**src/rtl/sd_loader_pkg.sv**
```systemverilog
// sd_loader_pkg: shared types and constants for the SD boot loader.
package sd_loader_pkg;
  typedef enum logic [3:0] {
    S_IDLE, S_WAIT_INIT, S_ISSUE, S_WAIT_R1, S_DATA, S_CRC, S_NEXT, S_DONE, S_ERROR
  } state_t;
  localparam logic [5:0] CMD17 = 6'd17;
  localparam logic [1:0] START_BITS = 2'b01;
  localparam logic [1:0] ERR_NONE = 2'd0;
  localparam logic [1:0] ERR_R1 = 2'd1;
  localparam logic [1:0] ERR_TIMEOUT = 2'd2;
  localparam logic [1:0] ERR_CRC = 2'd3;
  localparam logic [15:0] CRC_POLY = 16'h1021;
  localparam int WORDS_PER_SECTOR = 128;
  function automatic logic [47:0] cmd17_frame(input logic [31:0] arg);
    return {START_BITS, CMD17, arg, 7'h00, 1'b1};
  endfunction
endpackage

```
**src/rtl/sd_crc16_word.sv**
```systemverilog
// sd_crc16_word: one-step CRC16-CCITT update over a 32-bit word, MSB first.
module sd_crc16_word
  import sd_loader_pkg::*;
(
  input  logic [15:0] crc_in,
  input  logic [31:0] word_in,
  output logic [15:0] crc_out
);
  always_comb begin
    logic [15:0] c;
    c = crc_in;
    for (int i = 31; i >= 0; i--) c = {c[14:0], 1'b0} ^ ((c[15] ^ word_in[i]) ? CRC_POLY : 16'h0000);
    crc_out = c;
  end
endmodule

```
**src/rtl/sd_boot_loader.sv**
```systemverilog
// sd_boot_loader: CMD17 sector loader copying SD blocks into boot memory.
// Define LDR_CRC16_CHECK_EN to verify each block's CRC16 against the card.
module sd_boot_loader
  import sd_loader_pkg::*;
#(
  parameter logic [31:0] START_SECTOR = 32'd0,
  parameter int          NUM_SECTORS  = 8,
  parameter logic [31:0] BASE_ADDR    = 32'h0000_0000,
  parameter logic [15:0] TIMEOUT      = 16'hFFFF
) (
  input  logic        ldr_clk_i,
  input  logic        ldr_rst_n_i,
  input  logic        ldr_start_i,
  input  logic        spi_initdone_i,
  input  logic [2:0]  spi_flagreg_i,
  input  logic [31:0] spi_data_i,
  output logic [47:0] spi_cmd_o,
  output logic        spi_enableoper_o,
  output logic        mem_we_o,
  output logic [31:0] mem_addr_o,
  output logic [31:0] mem_wdata_o,
  output logic        ldr_busy_o,
  output logic        ldr_done_o,
  output logic        ldr_error_o,
  output logic [1:0]  ldr_errcode_o
);
  localparam logic [6:0] LAST_WORD = 7'(WORDS_PER_SECTOR - 1);
  state_t      state_q, state_d;
  logic [15:0] sec_q, sec_d, tmo_q, tmo_d;
  logic [6:0]  word_q, word_d;
  logic [47:0] cmd_q, cmd_d;
  logic [31:0] addr_q, addr_d, wdata_q, wdata_d;
  logic [1:0]  errcode_q, errcode_d;
  logic        en_q, en_d, we_q, we_d, busy_q, busy_d, done_q, done_d, error_q, error_d;
  logic        crc_ok, waiting, acc, tmo_hit;
`ifdef LDR_CRC16_CHECK_EN
  logic [15:0] crc_q, crc_d, crc_nxt;
  sd_crc16_word u_crc (.crc_in(crc_q), .word_in(spi_data_i), .crc_out(crc_nxt));
  assign crc_ok = spi_data_i[15:0] == crc_q;
  always_comb crc_d = (state_q == S_ISSUE) ? 16'h0000 :
                      (state_q == S_DATA && spi_flagreg_i[0]) ? crc_nxt : crc_q;
  always_ff @(posedge ldr_clk_i or negedge ldr_rst_n_i)
    if (!ldr_rst_n_i) crc_q <= '0;
    else crc_q <= crc_d;
`else
  assign crc_ok = 1'b1;
`endif
  assign waiting = state_q inside {S_WAIT_R1, S_DATA, S_CRC};
  assign acc = (state_q == S_WAIT_R1) ? spi_flagreg_i[1] : waiting && spi_flagreg_i[0];
  assign tmo_hit = tmo_q == TIMEOUT - 16'd1;
  always_comb begin
    state_d = state_q;
    sec_d = sec_q;
    word_d = word_q;
    errcode_d = errcode_q;
    addr_d = addr_q;
    wdata_d = wdata_q;
    we_d = 1'b0;
    case (state_q)
      S_IDLE, S_DONE, S_ERROR:
        if (ldr_start_i) begin
          state_d = S_WAIT_INIT;
          sec_d = '0;
          word_d = '0;
          errcode_d = ERR_NONE;
        end
      S_WAIT_INIT: state_d = (spi_initdone_i && !spi_flagreg_i[2]) ? S_ISSUE : S_WAIT_INIT;
      S_ISSUE: state_d = S_WAIT_R1;
      S_WAIT_R1:
        if (spi_flagreg_i[1]) begin
          state_d = (spi_data_i[7:0] == 8'h00) ? S_DATA : S_ERROR;
          errcode_d = (spi_data_i[7:0] == 8'h00) ? errcode_q : ERR_R1;
        end
      S_DATA:
        if (spi_flagreg_i[0]) begin
          we_d = 1'b1;
          addr_d = BASE_ADDR + {7'h00, sec_q, word_q, 2'b00};
          wdata_d = spi_data_i;
          word_d = word_q + 7'd1;
          state_d = (word_q == LAST_WORD) ? S_CRC : S_DATA;
        end
      S_CRC:
        if (spi_flagreg_i[0]) begin
          state_d = crc_ok ? S_NEXT : S_ERROR;
          errcode_d = crc_ok ? errcode_q : ERR_CRC;
        end
      S_NEXT: begin
        sec_d = sec_q + 16'd1;
        state_d = (32'(sec_q) + 32'd1 == 32'(NUM_SECTORS)) ? S_DONE : S_ISSUE;
      end
      default: state_d = S_IDLE;
    endcase
    if (waiting && !acc && tmo_hit) begin
      state_d = S_ERROR;
      errcode_d = ERR_TIMEOUT;
    end
    // outputs are registered from the next state so they line up with it
    en_d = state_d == S_ISSUE;
    cmd_d = en_d ? cmd17_frame(START_SECTOR + 32'(sec_d)) : cmd_q;
    busy_d = !(state_d inside {S_IDLE, S_DONE, S_ERROR});
    done_d = state_d == S_DONE;
    error_d = state_d == S_ERROR;
    tmo_d = (state_d != state_q || acc) ? 16'h0000 : tmo_q + 16'd1;
  end
  always_ff @(posedge ldr_clk_i or negedge ldr_rst_n_i)
    if (!ldr_rst_n_i) begin
      state_q <= S_IDLE;
      sec_q <= '0;
      word_q <= '0;
      tmo_q <= '0;
      cmd_q <= '0;
      addr_q <= '0;
      wdata_q <= '0;
      errcode_q <= '0;
      en_q <= 1'b0;
      we_q <= 1'b0;
      busy_q <= 1'b0;
      done_q <= 1'b0;
      error_q <= 1'b0;
    end else begin
      state_q <= state_d;
      sec_q <= sec_d;
      word_q <= word_d;
      tmo_q <= tmo_d;
      cmd_q <= cmd_d;
      addr_q <= addr_d;
      wdata_q <= wdata_d;
      errcode_q <= errcode_d;
      en_q <= en_d;
      we_q <= we_d;
      busy_q <= busy_d;
      done_q <= done_d;
      error_q <= error_d;
    end
  assign spi_cmd_o = cmd_q;
  assign spi_enableoper_o = en_q;
  assign mem_we_o = we_q;
  assign mem_addr_o = addr_q;
  assign mem_wdata_o = wdata_q;
  assign ldr_busy_o = busy_q;
  assign ldr_done_o = done_q;
  assign ldr_error_o = error_q;
  assign ldr_errcode_o = errcode_q;
endmodule

```
**config.mk**
```make
export PLATFORM = sky130hd
export DESIGN_NAME = sd_boot_loader
export DESIGN_NICKNAME = d
export VERILOG_FILES = /design/src/rtl/sd_loader_pkg.sv /design/src/rtl/sd_crc16_word.sv /design/src/rtl/sd_boot_loader.sv
export SDC_FILE = /design/constraint.sdc
export NUM_CORES = 1
export LEC_CHECK = 0
export ABC_AREA = 1
export BUFFER_PORTS_ARGS = -buffer_cell sky130_fd_sc_hd__buf_2
export CAP_MARGIN = 0
export CORE_MARGIN = 5
export CORE_UTILIZATION = 57
export DETAILED_ROUTE_END_ITERATION = 16
export PLACE_DENSITY = 0.85
export SKIP_LAST_GASP = 1
export SLEW_MARGIN = 5
export SYNTH_ARGS = -nofsm -noshare
export SYNTH_HDL_FRONTEND = slang
export SYNTH_SLANG_ARGS = --single-unit
```
**constraint.sdc**
```tcl
create_clock -name ldr_clk_i -period 4.75 [get_ports ldr_clk_i]
set_input_delay 0.7125 -clock ldr_clk_i [delete_from_list [all_inputs] [get_ports ldr_clk_i]]
set_output_delay 0.7125 -clock ldr_clk_i [all_outputs]
set_load 0.005 [all_outputs]
```
==> results.yml <==
logic_synthesis:
  ys_async_sr_fraction_pct: 100
  synthSimpleGateAreaFrac_pct: 27.7
  synth_compound_area_share_pct: 6.42
  ys_top_cells_by_count: "245 x nand2_1, 122 x dfrtp_1, 65 x inv_1"
  synth_cell_type_count: 40
  synth_top_family_by_area: "simple AND/OR/NAND/NOR gates"
  yosysSeqAreaShare_pct: 51.3
  yosysMostFrequentCell: "nand2_1"
  synth_edf_count: 0
  ys.warnings.count: 0
  ys_top_cells_by_area: "dfrtp_1 51%, nand2_1 15%, buf_4 5.0%, o21ai_0 4.1%, inv_1 4.1%"
  synth_cells: 713
  synth_top_cell_by_area: "dfrtp_1"
  synthDominantCellAreaShare_pct: 51.3
  syn_avg_cell_area_um2: 8.34
  yosys.area_share.adder_pct: 1.05
  synth_xor_area_share_pct: 2.50
  syn_area_mm2: 0.00595
  synthMuxAreaShare_pct: 0
  synth-seq-cells: 122
  ys.flop_type: "dfrtp_1"
cells_and_area:
  register_area_mm2: 0.00305
  multi_input_area_mm2: 0.00239
  drive_above_1_share_pct: 22.7
  fin_nets: 880
  fill_cells: 841
  antenna_cells: 0
  finish.instance_area_mm2: 0.00712
  area_growth_pct: 19.8
global_route:
  grt_first_pass_wirelength_um: 22800
  grt_most_used_layer: "met2"
  grtUsageTotal_pct: 21.9
  antenna_found_initial: 0
  grt_max_degree: 86
  grt_use_met2_pct: 37.9
  grt_overflow_total: 0
  grt_use_met3_pct: 5.18
  grt_pass1_vias: 4885
  grt_util_met1_pct: 27.1
setup_path:
  worst_setup_path_end_kind: "flip-flop"
  cp.arrival_ps: 3030
  required_ps: 5190
  cp_cell_sequence: "inv_1 > nor2_2 > nand2_1 > nor3_4 > buf_4 > nor2_1 > nor4_1 > nand2_1 > nor2_1 > o21a_1"
  cp_slowest_stage_delay_ps: 480
  path_class: "flip-flop to flip-flop"
  slowest_stage: "nor4_1"
  worstPathMaxFanout: 29
  critPathLaunchType: "flip-flop"
timing:
  slew_headroom_pct: 52.3
  tightest_slew_ps: 716
  hold_viol: 0
  skew_ps: 9.74
  fin_crit_sh_pct: 54.4
  setup_violations: 0
  post-route-min-period_ps: 2580
  slew_viol_final: 0
  tns_ps: 0
  rsz0062_at_grt: "false"
  fmax_ghz: 0.387
  whs_ps: 238
floorplan:
  die_w_um: 112
  fp.dieH_um: 112
  io-pin-count: 158
  initial_core_util_pct: 58.1
  num_rows: 37
  core-area_mm2: 0.0102
  dieArea_mm2: 0.0126
clock_tree:
  root_buffer: "clkbuf_8"
  clkLatencyLatePin_ps: 510
  clk_pin_slew_ps: 60
  cts_buffers: 17
  cts_sinks: 122
  cts_buffer_depth: 2
  cts-resized-gates: 0
  htreeDepth: 4
  cts_tree: "yes"
  cts_setup_buffers: 0
  cts_hold_buf: 0
pwr:
  power_density_mw_per_mm2: 561
  vdd_drop_max_mv: 0.310
  p_leak_uw: 0.00375
drt:
  wl_um: 13800
  drc: 0
  ant_nets: 0
  first_iter_violations: 320
  first_pass_iters: 6
  via_per_inst: 5.01
  wire_per_inst_um: 14.0
  vias: 4937
place:
  gp_congestion: 0.953
  port_buffers: 120
  place_hpwl_um: 9600
  place_area_mm2: 0.00651
run_status:
  run_status: "complete, no violations"
worst_hold_path:
  hold_class: "input pin to async pin"
run:
  maxCapViolCount: 0
[cell families after synthesis]
family                   Yosys count
adder cells (fa/ha/maj)            5
AO/OA/AOI/OAI                     70
other                              1
XOR/XNOR                          17
AND/OR/NAND/NOR                  371
buffers and inverters            127
flip-flops                       122
[cell usage in the layout, fill, tap and decap left out, types with 8 or more instances in the layout]
cell type,n
conb_1,37
inv_1,64
clkbuf_16,16
dfrtp_1,122
buf_2,119
nand3_1,28
nor2_1,43
nand2_1,245
nand4_1,9
nor2_4,14
o21ai_0,49
nor3_1,8
xor2_1,15
[registers in the layout (all words and copies together), names as in the netlist]
name,cells
ldr_busy_o,1
ldr_done_o,1
ldr_errcode_o,2
ldr_error_o,1
mem_addr_o,23
mem_wdata_o,32
mem_we_o,1
sec_q,16
spi_cmd_o,17
spi_enableoper_o,1
state_q,4
tmo_q,16
word_q,7
[worst paths after layout]
path / to / depth (start not counted) / slack (ps) / start
setup / recovery: word_q[5] / 10 / 2170 / state_q[2]
hold / removal: mem_wdata_o[17] / 1 / 240 / ldr_rst_n_i
setup reg to reg: word_q[5] / 10 / 2170 / state_q[2]
hold reg to reg: mem_wdata_o[12] / 2 / 470 / mem_wdata_o[12]
max in group asynchronous: ldr_error_o / 2 / 3580 / ldr_rst_n_i
min in group ldr_clk_i: mem_wdata_o[25] / 3 / 390 / spi_data_i[25]
[layer usage]
metal,vias up,routed length (um)
met5,-,0
li1,2419,-
met1,2327,5560
met4,0,293
met3,30,849
met2,161,7120
[metrics by stage]
stage | std cells | util [%] | power (uW) | setup slack (ps)
floorplan | 749 | - | 2220 | 2640
global placement | 953 | 63.6 | 2640 | 2300
detailed placement | 953 | 63.6 | 2680 | 2260
CTS | 985 | 69.6 | 4030 | 2220
global route | 985 | 69.6 | 4230 | 2000
finish | 985 | 69.6 | 4000 | 2170
[power breakdown]
group	internal [uW]	switching (uW)
clock network	820	510
registers	1360	192
logic	430	685
total	2610	1390
[final cells by class]
| class | count | share of cell area (%) |
|---|---|---|
| tap | 136 | 2.39 |
| timing repair buffer | 124 | 8.89 |
| sequential | 122 | 42.9 |
| inverter | 71 | 3.74 |
| clock inverter | 15 | 2.81 |
| multi-input combinational | 500 | 33.5 |
| clock buffer | 17 | 5.81 |
[critical path: cells and delay by family, from the launching register on]
| family | cells | cell delay [ps] |
|---|---|---|
| simple gates | 7 | 1470 |
| flops | 1 | 440 |
| buf+inv | 2 | 440 |
| compound gates | 1 | 140 |
Note: power is estimated with default switching activity, not from simulation.
